[src/rtl/ssi_position_tracker.sv]
// ssi_position_tracker
// Turns the SSI reader's absolute angle words into a signed multi-turn
// position and a windowed velocity. Glitches (oversized jumps) and
// magnet-field errors are rejected; GLITCH_LIMIT rejects in a row latch FAULT.
//
// state  | meaning
// -------+--------------------------------------------------------------
// INIT   | waiting for a good sample to seed position and prev_angle
// TRACK  | unwrapping deltas, accumulating velocity, counting rejects
// FAULT  | too many consecutive rejects; samples ignored until clear_fault
module ssi_position_tracker #(
    parameter int RES          = 10,
    parameter int POS_W        = 32,
    parameter int VEL_W        = 16,
    parameter int MAX_STEP     = 128,
    parameter int GLITCH_LIMIT = 3,
    parameter int VEL_WINDOW   = 8
) (
    input  logic             clk,
    input  logic             rst,
    input  logic [RES-1:0]   angle_in,
    input  logic             angle_valid,
    input  logic             mag_high,
    input  logic             mag_low,
    input  logic             clear_fault,
    output logic [POS_W-1:0] position,
    output logic [VEL_W-1:0] velocity,
    output logic             pos_valid,
    output logic             vel_valid,
    output logic             fault,
    output logic [1:0]       state
);

    localparam int GW = $clog2(GLITCH_LIMIT + 1);
    localparam int WW = $clog2(VEL_WINDOW + 1);
    localparam logic [GW-1:0] GLITCH_LAST = GW'(GLITCH_LIMIT - 1);
    localparam logic [WW-1:0] WIN_LAST    = WW'(VEL_WINDOW - 1);
    localparam logic signed [31:0] VEL_MAX = 32'((2 ** (VEL_W - 1)) - 1);
    localparam logic signed [31:0] VEL_MIN = -32'(2 ** (VEL_W - 1));
    localparam logic [RES-1:0] HALF_TURN = {1'b1, {(RES-1){1'b0}}};

    typedef enum logic [1:0] {
        ST_INIT  = 2'd0,
        ST_TRACK = 2'd1,
        ST_FAULT = 2'd2
    } state_t;

    state_t              st;
    logic [RES-1:0]      prev_angle;
    logic [GW-1:0]       glitch_cnt;
    logic [WW-1:0]       win_cnt;
    logic signed [31:0]  vel_acc;

    logic [RES-1:0]      diff;
    logic signed [31:0]  delta;
    logic [POS_W-1:0]    pos_step;
    logic                sample_good;
    logic                accept;
    logic signed [31:0]  vel_sum;
    logic [VEL_W-1:0]    vel_sat;

    assign state = st;

    // Modular angle difference, acceptance test and saturated window sum
    always_comb begin
        diff        = angle_in - prev_angle;
        delta       = {{(32-RES){diff[RES-1]}}, diff};
        pos_step    = {{(POS_W-RES){diff[RES-1]}}, diff};
        sample_good = !(mag_high || mag_low);
        // A half-turn jump has no defined direction, so it never counts as motion
        accept      = sample_good && (diff != HALF_TURN) &&
                      (delta <= MAX_STEP) && (delta >= -MAX_STEP);
        vel_sum     = accept ? (vel_acc + delta) : vel_acc;
        if (vel_sum > VEL_MAX) begin
            vel_sat = VEL_MAX[VEL_W-1:0];
        end else if (vel_sum < VEL_MIN) begin
            vel_sat = VEL_MIN[VEL_W-1:0];
        end else begin
            vel_sat = vel_sum[VEL_W-1:0];
        end
    end

    // Tracking FSM with registered outputs
    always_ff @(posedge clk) begin
        if (rst) begin
            st         <= ST_INIT;
            position   <= '0;
            velocity   <= '0;
            pos_valid  <= 1'b0;
            vel_valid  <= 1'b0;
            fault      <= 1'b0;
            prev_angle <= '0;
            glitch_cnt <= '0;
            win_cnt    <= '0;
            vel_acc    <= '0;
        end else begin
            pos_valid <= 1'b0;
            vel_valid <= 1'b0;
            case (st)
                ST_INIT: begin
                    if (angle_valid && sample_good) begin
                        prev_angle <= angle_in;
                        position   <= {{(POS_W-RES){1'b0}}, angle_in};
                        pos_valid  <= 1'b1;
                        st         <= ST_TRACK;
                    end
                end
                ST_TRACK: begin
                    if (angle_valid) begin
                        if (accept) begin
                            position   <= position + pos_step;
                            prev_angle <= angle_in;
                            glitch_cnt <= '0;
                            pos_valid  <= 1'b1;
                        end else begin
                            glitch_cnt <= glitch_cnt + 1'b1;
                        end
                        if (win_cnt == WIN_LAST) begin
                            velocity  <= vel_sat;
                            vel_valid <= 1'b1;
                            vel_acc   <= '0;
                            win_cnt   <= '0;
                        end else begin
                            vel_acc   <= vel_sum;
                            win_cnt   <= win_cnt + 1'b1;
                        end
                        // Last tolerated reject: latch FAULT and drop partial window
                        if (!accept && (glitch_cnt == GLITCH_LAST)) begin
                            st         <= ST_FAULT;
                            fault      <= 1'b1;
                            glitch_cnt <= '0;
                            win_cnt    <= '0;
                            vel_acc    <= '0;
                        end
                    end
                end
                ST_FAULT: begin
                    glitch_cnt <= '0;
                    win_cnt    <= '0;
                    vel_acc    <= '0;
                    if (clear_fault) begin
                        st    <= ST_INIT;
                        fault <= 1'b0;
                    end
                end
                default: begin
                    st <= ST_INIT;
                end
            endcase
        end
    end

endmodule

[config.mk]
export PLATFORM = sky130hd
export DESIGN_NAME = ssi_position_tracker
export DESIGN_NICKNAME = d
export VERILOG_FILES = /design/src/rtl/ssi_position_tracker.sv
export SDC_FILE = /design/constraint.sdc
export NUM_CORES = 1
export LEC_CHECK = 0
export CORE_MARGIN = 3
export CORE_UTILIZATION = 50
export CTS_BUF_LIST = sky130_fd_sc_hd__clkbuf_4 sky130_fd_sc_hd__clkbuf_8
export DETAILED_ROUTE_END_ITERATION = 7
export GPL_TIMING_DRIVEN = 0
export PLACE_DENSITY = 0.79
export SYNTH_ARGS = -nofsm -noshare
export SYNTH_HDL_FRONTEND = slang
export SYNTH_SLANG_ARGS = --single-unit
[constraint.sdc]
create_clock -name clk -period 10.05 [get_ports clk]
set_clock_uncertainty 0.2 [all_clocks]
set_input_delay 1.5075 -clock clk [delete_from_list [all_inputs] [get_ports clk]]
set_output_delay 1.5075 -clock clk [all_outputs]
set_load 0.02 [all_outputs]
==> impl.org, run 1 <==
** Hold path
- The tightest min-delay check is of the register to register type.

** Logic synthesis
- Yosys warns :: 0
- Gate count after technology mapping :: roughly 1,000
- sky130_fd_sc_hd__dfxtp_1 takes more of the synthesized area than any other cell.
- A synthesized cell averages approximately 7.8 um^2.
- Netlist area before placement :: ~0.0081 mm^2
- In this run, distinct cell masters in the synthesized netlist total 74.
- Counting flops and latches in the post-synthesis netlist gives between 100 and 150.
- Most used DFF post-synth :: sky130_fd_sc_hd__dfxtp_1
- Counting flops with a built-in enable in the synthesized netlist gives 0.
- Cell types occupying the most area after synthesis :: sky130_fd_sc_hd__dfxtp_1, sky130_fd_sc_hd__ha_1, sky130_fd_sc_hd__a21oi_1
- Share of synthesized flip-flops with an asynchronous set or reset :: 0%
- Most used standard cells in the synthesized netlist :: sky130_fd_sc_hd__nor2_1, sky130_fd_sc_hd__dfxtp_1, sky130_fd_sc_hd__nand2_1
- Proportion of synthesized chip area in sequential cells :: roughly a quarter
- The share of synthesized area in the top cell type comes to between 20% and 30%.
- Synthesized net count :: approximately 1,100
- The most common cell in the synthesized netlist is sky130_fd_sc_hd__nor2_1.

** Timing
- The max-slew violation total from the final report was 0.
- Final hold vios :: 0
- The tightest hold path in the finished design has a slack of around 0.26 ns.
- Setup total negative slack on the finished layout was measured at 0 ns.
- After layout, the minimum clock period comes to between 7 and 8 ns.
- For the pin with the worst max-slew slack, the measured transition is 1.26 ns.
- Static timing analysis puts the maximum clock frequency at about 130 MHz.
- The worst path uses 75.9% of the clock period.
- Least setup slack across all paths after layout :: between 2 and 2.5 ns
- Worst max-slew margin expressed relative to the limit :: between 15 and 20%
- Final setup violation count :: 0
- Setup repair after global routing left no endpoint under its margin.

** Power
- Summed over all cells, the static leakage comes to around 3.7 nW.
- Cell internal pwr :: roughly 0.63 mW
- Power Density :: roughly 110 mW/mm^2
- Combinational logic burns around a third of the power.
- Sequential cell fraction of total power :: between 40 and 50%
- Of the total power, the share spent switching nets is between 30% and 40%.
- In this run the power spent charging and discharging nets is 0.384 mW.
- The clock network is responsible for around 27% of the overall power.
- Worst-case vdd ir drop :: between 0.08 and 0.09 mV

** Cells and area
- Final core occ :: a little under 60%
- Filler cell count :: about 1,500
- Nets :: approximately 1,200
- Layout Cells excl Fill :: ~1,300
- Final antenna diode count :: 0
- The multi-input combinational cells in the finished layout cover a total of ~0.0057 mm^2.
- Fraction of final layout cells sized beyond drive strength 1 :: ~4.8%
- The area growth from synthesis to layout is 14.2%.
- The sequential cells in the finished layout cover a total of approximately 0.0020 mm^2.

** Place
- Dpl cells :: approximately 1,300
- Routability-driven placement finished with a final weighted congestion of roughly 0.94.
- During placement, the flow inserted port buffers numbering 68.
- Setup Slack @ Placement :: between 2 and 2.5 ns
- After legalization and detailed placement, the total HPWL measured about 17 mm.

** Die
- Die height :: between 100 and 150 um
- The die covers ~0.018 mm^2.
- The total area inside the core boundary comes to 0.0155 mm^2.
- For this configuration, the core starts out at a cell density of 52.0%.
- Total I/O pin count :: between 60 and 70
- The initialized floorplan defines 45 standard-cell rows.
- Width of the chip :: around 130 um

** Clock tree
- Setup fix buffers added after clock tree synthesis :: 0
- No sink is reached through more buffers than the 2 on the longest clock path.
- Clock tree from TritonCTS :: built
- The tree is rooted in a sky130_fd_sc_hd__clkbuf_8.
- CTS buffer count :: 9
- H-tree levels :: 3
- Sink count of the clock tree :: 101
- Post-CTS resize count :: 0
- After clock tree synthesis, the flow added hold-fix buffers numbering 0.
- Clock transition time at the flip-flop clock pins of the worst setup and hold paths :: between 0.1 and 0.15 ns
- The clock reaches the later pin of the worst-skew pair after ~0.39 ns.

** Critical path
- Biggest fanout along the worst timing path :: slightly below 50
- Library cell contributing the largest single delay on the critical path :: sky130_fd_sc_hd__a31oi_1
- STA puts the critical path data required time at 10.11 ns.
- Count of buffering cells on the critical path with inverters included :: 5
- The signal on the critical path passes through clkdlybuf4s50_1 -> ha_1 -> o2111ai_1 -> and4b_4 -> or3_1 -> and3_1 -> buf_6 -> inv_6 -> ha_1 -> clkbuf_1 -> a21oi_1 -> o21ai_0 -> a211oi_1 -> a31o_2 -> o21ai_0 -> a211oi_1 -> a21oi_1 -> a31o_2 -> a31oi_1 -> buf_2 -> o32ai_1.
- The worst setup path is of the input port to register kind.
- Arrival time worst endpoint :: 7.69 ns
- CP endpoint kind :: register
- In this design, the largest share of critical-path delay is due to compound AO/OA/AOI/OAI gates.
- Critical path launch point type :: input port
- On the worst path, the slowest cell contributes a delay of approximately 0.57 ns.

** Global route
- The first global-routing pass estimated 36.5 mm of wire.
- Via count of the first global-routing pass :: about 7,400
- Largest net degree at the start of global routing :: 50
- Leftover overflow at the end of global routing :: 0
- The initial antenna violation count was 0.
- Global routing used about 24% of the available tracks across all layers.

** Drt
- Using the TritonRoute via totals, the vias-per-cell ratio works out to between 6 and 7.
- Drt first pass iters :: 5
- For this block, the initial DRC count from the detailed router was about 550.
- Detail-routed net length per standard cell :: approximately 17 um
- In the routed design, unresolved DRC markers number 0.
- Summing over every cut layer, the via total after detailed routing is approximately 8,100.
- The count of nets left with antenna violations once routing finished came out at 0.
- After detailed routing, the total wire length is roughly 22 mm.

** Run status
- The run finished with clean final reports.

** Job
- The tool flagged a number of max-cap violations equal to 0.
==> cell families (layout without fill, tap and decap cells) <==
group | count (synthesis) | in the layout | share of synthesized area (%)
AO/OA/AOI/OAI | 362 | 362 | 30.6
multiplexers | 5 | 5 | 0.665
flip-flops | 101 | 101 | 25.0
adder cells (fa/ha/maj) | 77 | 77 | 12.2
buffers and inverters | 83 | 167 | 4.25
AND/OR/NAND/NOR | 354 | 354 | 20.9
XOR/XNOR | 58 | 58 | 6.37
==> stage by stage <==
step	power, mW	area, um^2
detailed placement	0.745	9030
global route	1.07	9240
global placement	0.739	9030
finish	1.02	9240
CTS	1.02	9230
floorplan	0.664	8090
==> power by group through the flow <==
stage | registers [mW] | clock network [mW] | logic (mW)
after floorplan | 0.421 | 0 | 0.243
after global placement | 0.419 | 0 | 0.320
after detailed placement | 0.419 | 0 | 0.326
after CTS | 0.410 | 0.277 | 0.328
after global routing | 0.411 | 0.290 | 0.369
final | 0.410 | 0.272 | 0.334
==> tightest hold or removal path, cell delays in order (launching register included) <==
cell and delay (ns):
sky130_fd_sc_hd__dfxtp_1 0.32, sky130_fd_sc_hd__nand2_1 0.05, sky130_fd_sc_hd__a21oi_1 0.05
==> per-layer routing <==
metal	up-vias	wire [um]	global-route usage, %
met2	234	10200	39.9
met4	0	435	6.63
met1	3799	10600	33.9
met5	-	0	0
li1	4018	-	-
met3	31	1090	3.44
==> placed cells by master (no fill, tap or decap), types with 9 or more instances in the layout <==
cell type / Yosys / routed
sky130_fd_sc_hd__o21ai_0: 72 / 72
sky130_fd_sc_hd__and3_1: 13 / 13
sky130_fd_sc_hd__clkbuf_1: 38 / 38
sky130_fd_sc_hd__a21o_1: 41 / 41
sky130_fd_sc_hd__nor2_1: 105 / 105
sky130_fd_sc_hd__clkdlybuf4s50_1: 0 / 68
sky130_fd_sc_hd__nand3_1: 32 / 32
sky130_fd_sc_hd__xor2_1: 20 / 20
sky130_fd_sc_hd__ha_1: 74 / 74
sky130_fd_sc_hd__xnor2_1: 37 / 37
sky130_fd_sc_hd__nor3_1: 22 / 21
sky130_fd_sc_hd__a22oi_1: 29 / 29
sky130_fd_sc_hd__nor4_1: 10 / 10
sky130_fd_sc_hd__a211oi_1: 12 / 12
sky130_fd_sc_hd__o211ai_1: 16 / 16
sky130_fd_sc_hd__nand2_1: 101 / 101
sky130_fd_sc_hd__o21bai_1: 9 / 9
sky130_fd_sc_hd__dfxtp_1: 101 / 101
sky130_fd_sc_hd__nand2b_1: 10 / 10
sky130_fd_sc_hd__a21oi_1: 86 / 86
sky130_fd_sc_hd__clkbuf_8: 0 / 10
sky130_fd_sc_hd__inv_1: 37 / 37
==> flip-flops by register name, summed over array words and instances (netlist names) <==
register / cells
prev_angle: 10
win_cnt: 4
state: 2
pos_valid: 1
vel_valid: 1
glitch_cnt: 2
velocity: 16
vel_acc: 32
position: 32
fault: 1
==> final timing paths <==
| check | start | end | slack [ns] | cells past startpoint |
|---|---|---|---|---|
| min reg2reg | prev_angle[8] | prev_angle[8] | 0.26 | 2 |
| max | angle_in[3] | velocity[7] | 2.42 | 21 |
| max reg2reg | prev_angle[1] | velocity[7] | 3.65 | 22 |
| min | prev_angle[8] | prev_angle[8] | 0.26 | 2 |
==> area by class of cell <==
| type | instances | share of cell area [%] |
|---|---|---|
| multi-input combinational | 856 | 62.0 |
| sequential | 101 | 21.9 |
| timing repair buffer | 68 | 7.37 |
| tap | 211 | 2.86 |
| buffer | 45 | 2.13 |
| inverter | 38 | 1.60 |
| clock buffer | 10 | 1.49 |
| clock inverter | 6 | 0.691 |
Power figures use the tool's default switching activity.
==> run 2: changes to the inputs <==
PLACE_DENSITY = 0.82   (was 0.79)
clock period = 6.3 ns   (was 10.05 ns; I/O delays follow)
==> run 2 against run 1 <==
  * Flip-flop and latch count stayed put
  * Utilization increased by 1.7 points
  * Cell area increased by 2.8%
  * First-iteration DRC count rose by 28%
  * Via count is 1.7% higher
  * Sequential share of layout area shrank 0.59 points
  * Final cell count is 0.45% higher
  * Non-clock buffer count is 5 higher
  * Total power rose by 65%
  * Highest routed layer unchanged
  * Worst hold slack better by 0.0059 ns
  * Global-route usage is 0.37 points higher
==> impl.org, run 2 (synthesis results as in run 1) <==
** Drt
- Remaining DRCs :: 0 (unchanged)
- Total wire length after detailed routing :: 22.5 mm (+1.1%)
- Detail-routed net length per standard cell :: 16.8 um (+0.68%)
- Number of violations reported at the end of detailed-routing iteration 0 :: 699 (+28%)
- The total number of vias is 8,223 (+1.7%).
- Drt first pass iters :: 5 (unchanged)
- Post-detailed-route via-to-cell ratio :: 6.13 (+1.3%)
- Routed Antenna Nets :: 0 (unchanged)

** Die
- Total number of placement rows :: 45 (unchanged)
- Total I/O pin count :: 69 (unchanged)
- Effective utilization at floorplan :: 52.0% (unchanged)
- Width of the chip :: 133 um (unchanged)
- The area of the core came to 0.0155 mm^2 (unchanged).
- Total Die Area :: 0.0177 mm^2 (unchanged)
- Die height :: 133 um (unchanged)

** Critical path
- RR Endpoint :: velocity[1]
- The data required time at the worst endpoint is 6.38 ns (-3.73 ns).
- The delay contributed by the slowest stage of the critical path came to 0.49 ns (-0.08 ns).
- Count of buffering cells on the critical path with inverters included :: 5 (unchanged)
- For this design, the slowest cell found on the critical path is sky130_fd_sc_hd__clkdlybuf4s50_1.
- CP endpoint kind :: register
- The critical path ends at velocity[1].
- By instance count, the cell type seen most on the critical path is sky130_fd_sc_hd__o211ai_1.
- FF-to-FF setup slack :: 0.81 ns (-2.84 ns)
- The depth of the worst register-to-register path came to 22 (unchanged).
- Number of logic stages on the critical path including buffering :: 22 (+4.8%)
- Biggest fanout along the worst timing path :: 25 (-49%)
- Startpoint of the worst register-to-register path :: prev_angle[1]
- The worst setup path is launched from an input port.
- Traced cell by cell, the critical path runs through clkdlybuf4s50_1 -> ha_1 -> nor2b_1 -> o2111ai_1 -> and4b_4 -> or3_1 -> and3_1 -> buf_6 -> clkinv_16 -> ha_4 -> nand2_1 -> nor4_2 -> o211ai_1 -> a31o_2 -> o31ai_1 -> xor2_1 -> a2111oi_1 -> o211ai_1 -> a2111oi_4 -> buf_4 -> buf_2 -> o22ai_1.
- Crit-path leading delay family :: compound AO/OA/AOI/OAI gates
- Startpoint of the worst setup timing path :: angle_in[1]
- Arrival time worst endpoint :: 6.24 ns (-1.45 ns)
- Kind of critical path :: input port to register

** Global route
- The remaining global-route overflow is 0 (unchanged).
- Initial antenna violation count :: 0 (unchanged)
- The met3 demand-to-capacity share in global routing is 3.93% (+0.49 points).
- Met2 layer usage reported by global route :: 40.0% (+0.085 points)
- The largest net degree at the start of global routing is 50 (unchanged).
- The global-route total usage across every layer came to 24.8% (+0.37 points).
- Most crowded layer after global routing :: met2
- The number of global-route vias before repair was 7,756 (+4.4%).
- Met1 GRT Util :: 33.6% (-0.30 points)
- The first-pass GRT wire length was 37.0 mm (+1.3%).

** Clock tree
- The source-to-sink clock delay at the later pin of the worst-skew pair was 0.39 ns (about the same).
- CTS buffer count :: 9 (unchanged)
- In this run the clock root is driven by a sky130_fd_sc_hd__clkbuf_8.
- The clock sink count came to 101 (unchanged).
- Clock transition time at the flip-flop clock pins of the worst setup and hold paths :: 0.11 ns (about the same)
- CTS max path bufs :: 2 (unchanged)
- TritonCTS built the clock tree.
- The depth of the CTS H-tree came to 3 (unchanged).

** Run status
- The run finished with clean final reports.

** Timing
- The final setup violation count is 0 (unchanged).
- Dividing the final minimum period by the clock period gives 97.8%.
- The smallest hold slack was 0.261 ns (+0.00589 ns).
- Worst max-slew margin expressed relative to the limit :: 19.5% (+3.9 points)
- Final period demand of the worst path :: between 6 and 7 ns
- Transition at the pin with the smallest max-transition slack :: 1.20 ns (-0.0577 ns)
- Static timing analysis puts the maximum clock frequency at approximately 160 MHz.
- Max-slew violation count :: 0 (unchanged)
- The final critical-path setup slack is 0.139 ns (-2.28 ns).
- Final hold vios :: 0 (unchanged)

** Cells and area
- Final antenna diode count :: 0 (unchanged)
- Nets :: 1,218 (+0.50%)
- Compared with the post-synthesis result, the final layout area differs by 17.4%.
- The count of fill cells added during filler insertion came to 1,384 (-4.9%).
- The largest registers in the layout are position: 32 flops, vel_acc: 32 flops, velocity: 16 flops.
- The proportion of layout cells with a drive suffix above 1 was 7.52% (+2.7 points).
- In the layout the commonest cells are sky130_fd_sc_hd__nor2_1, sky130_fd_sc_hd__nand2_1, sky130_fd_sc_hd__dfxtp_1.
- Commonest non-fill, non-tap cell in the layout :: sky130_fd_sc_hd__nor2_1
- Final core occ :: 61.1% (+1.7 points)

** Place
- Input/output buffers :: 68 (unchanged)
- Final weighted congestion in routability-driven placement :: 0.932 (-1.2%)
- Setup Slack @ Placement :: -0.986 ns (-3.19 ns)
- HPWL Detailed :: 16.8 mm (-0.23%)

** Power
- Worst-case vdd ir drop :: 0.174 mV (+100%)
- The static power due to leakage was 3.77 nW (+1.7%).
- Total Power :: 1.68 mW (+65%)
- The power per cell area is 177 mW/mm^2 (+61%).

** Job
- Total of max-cap violations :: 0 (unchanged)

** Hold path
- The tightest min-delay check is of the register to register type.
-- run 2: worst min path at each step --
stage | start | end | depth (start not counted)
2_1_floorplan | prev_angle[2] | prev_angle[2] | 2
3_3_place_gp | prev_angle[6] | prev_angle[6] | 2
3_5_place_dp | prev_angle[0] | prev_angle[0] | 2
4_1_cts | prev_angle[0] | prev_angle[0] | 2
5_1_grt | prev_angle[5] | prev_angle[5] | 2
6_report | prev_angle[8] | prev_angle[8] | 2
-- run 2: layout make-up --
class                   instances  area, um^2  area share (%)
clock inverters                 7        91.3           0.962
plain buffers                  42         188            1.98
inverters                      38         169            1.78
repair buffers                 76         738            7.77
clock buffers                   9         124            1.30
multi-input cells             856        5890            62.0
well taps                     211         264            2.78
repair inverters                1        11.3           0.119
flip-flops and latches        101        2020            21.3
-- run 2: worst min-delay path, delay by kind of cell, from the launching register on --
family	cells	cell delay, ns
flip-flops	1	0.33
AO/OA/AOI/OAI	1	0.05
AND/OR/NAND/NOR	1	0.05
-- run 2: per-stage QoR --
stage / setup TNS [ns] / instance area, um^2 / cells
final: 0 / 9500 / 1341
after global routing: -0.114 / 9500 / 1341
after CTS: 0 / 9320 / 1339
after detailed placement: -14.02 / 9030 / 1319
after global placement: -13.08 / 9030 / 1319
after floorplan: 0 / 8090 / 1040
-- run 2: what timing repair did --
item / in CTS / in global routing
hold buffers: 0 / 0
cloned: 1 / 1
endpoints found under the hold margin: 0 / 0
setup buffers: 3 / 4
gates resized for setup: 9 / 27
endpoints found under the setup margin: 15 / 17
pin swaps: 1 / 4
-- run 2: power breakdown --
part / leakage [nW] / total [mW] / switching (mW) / internal, mW
clock network: 0.111 / 0.462 / 0.267 / 0.195
registers: 0.815 / 0.654 / 0.00763 / 0.647
logic: 2.84 / 0.564 / 0.351 / 0.213
total: 3.77 / 1.68 / 0.626 / 1.05
-- run 2: metal layers --
metal / part of all wire (%) / routed length, um
met3: 6.4 / 1440
met4: 2.4 / 532
met1: 45 / 10200
met2: 46 / 10300
met5: 0 / 0
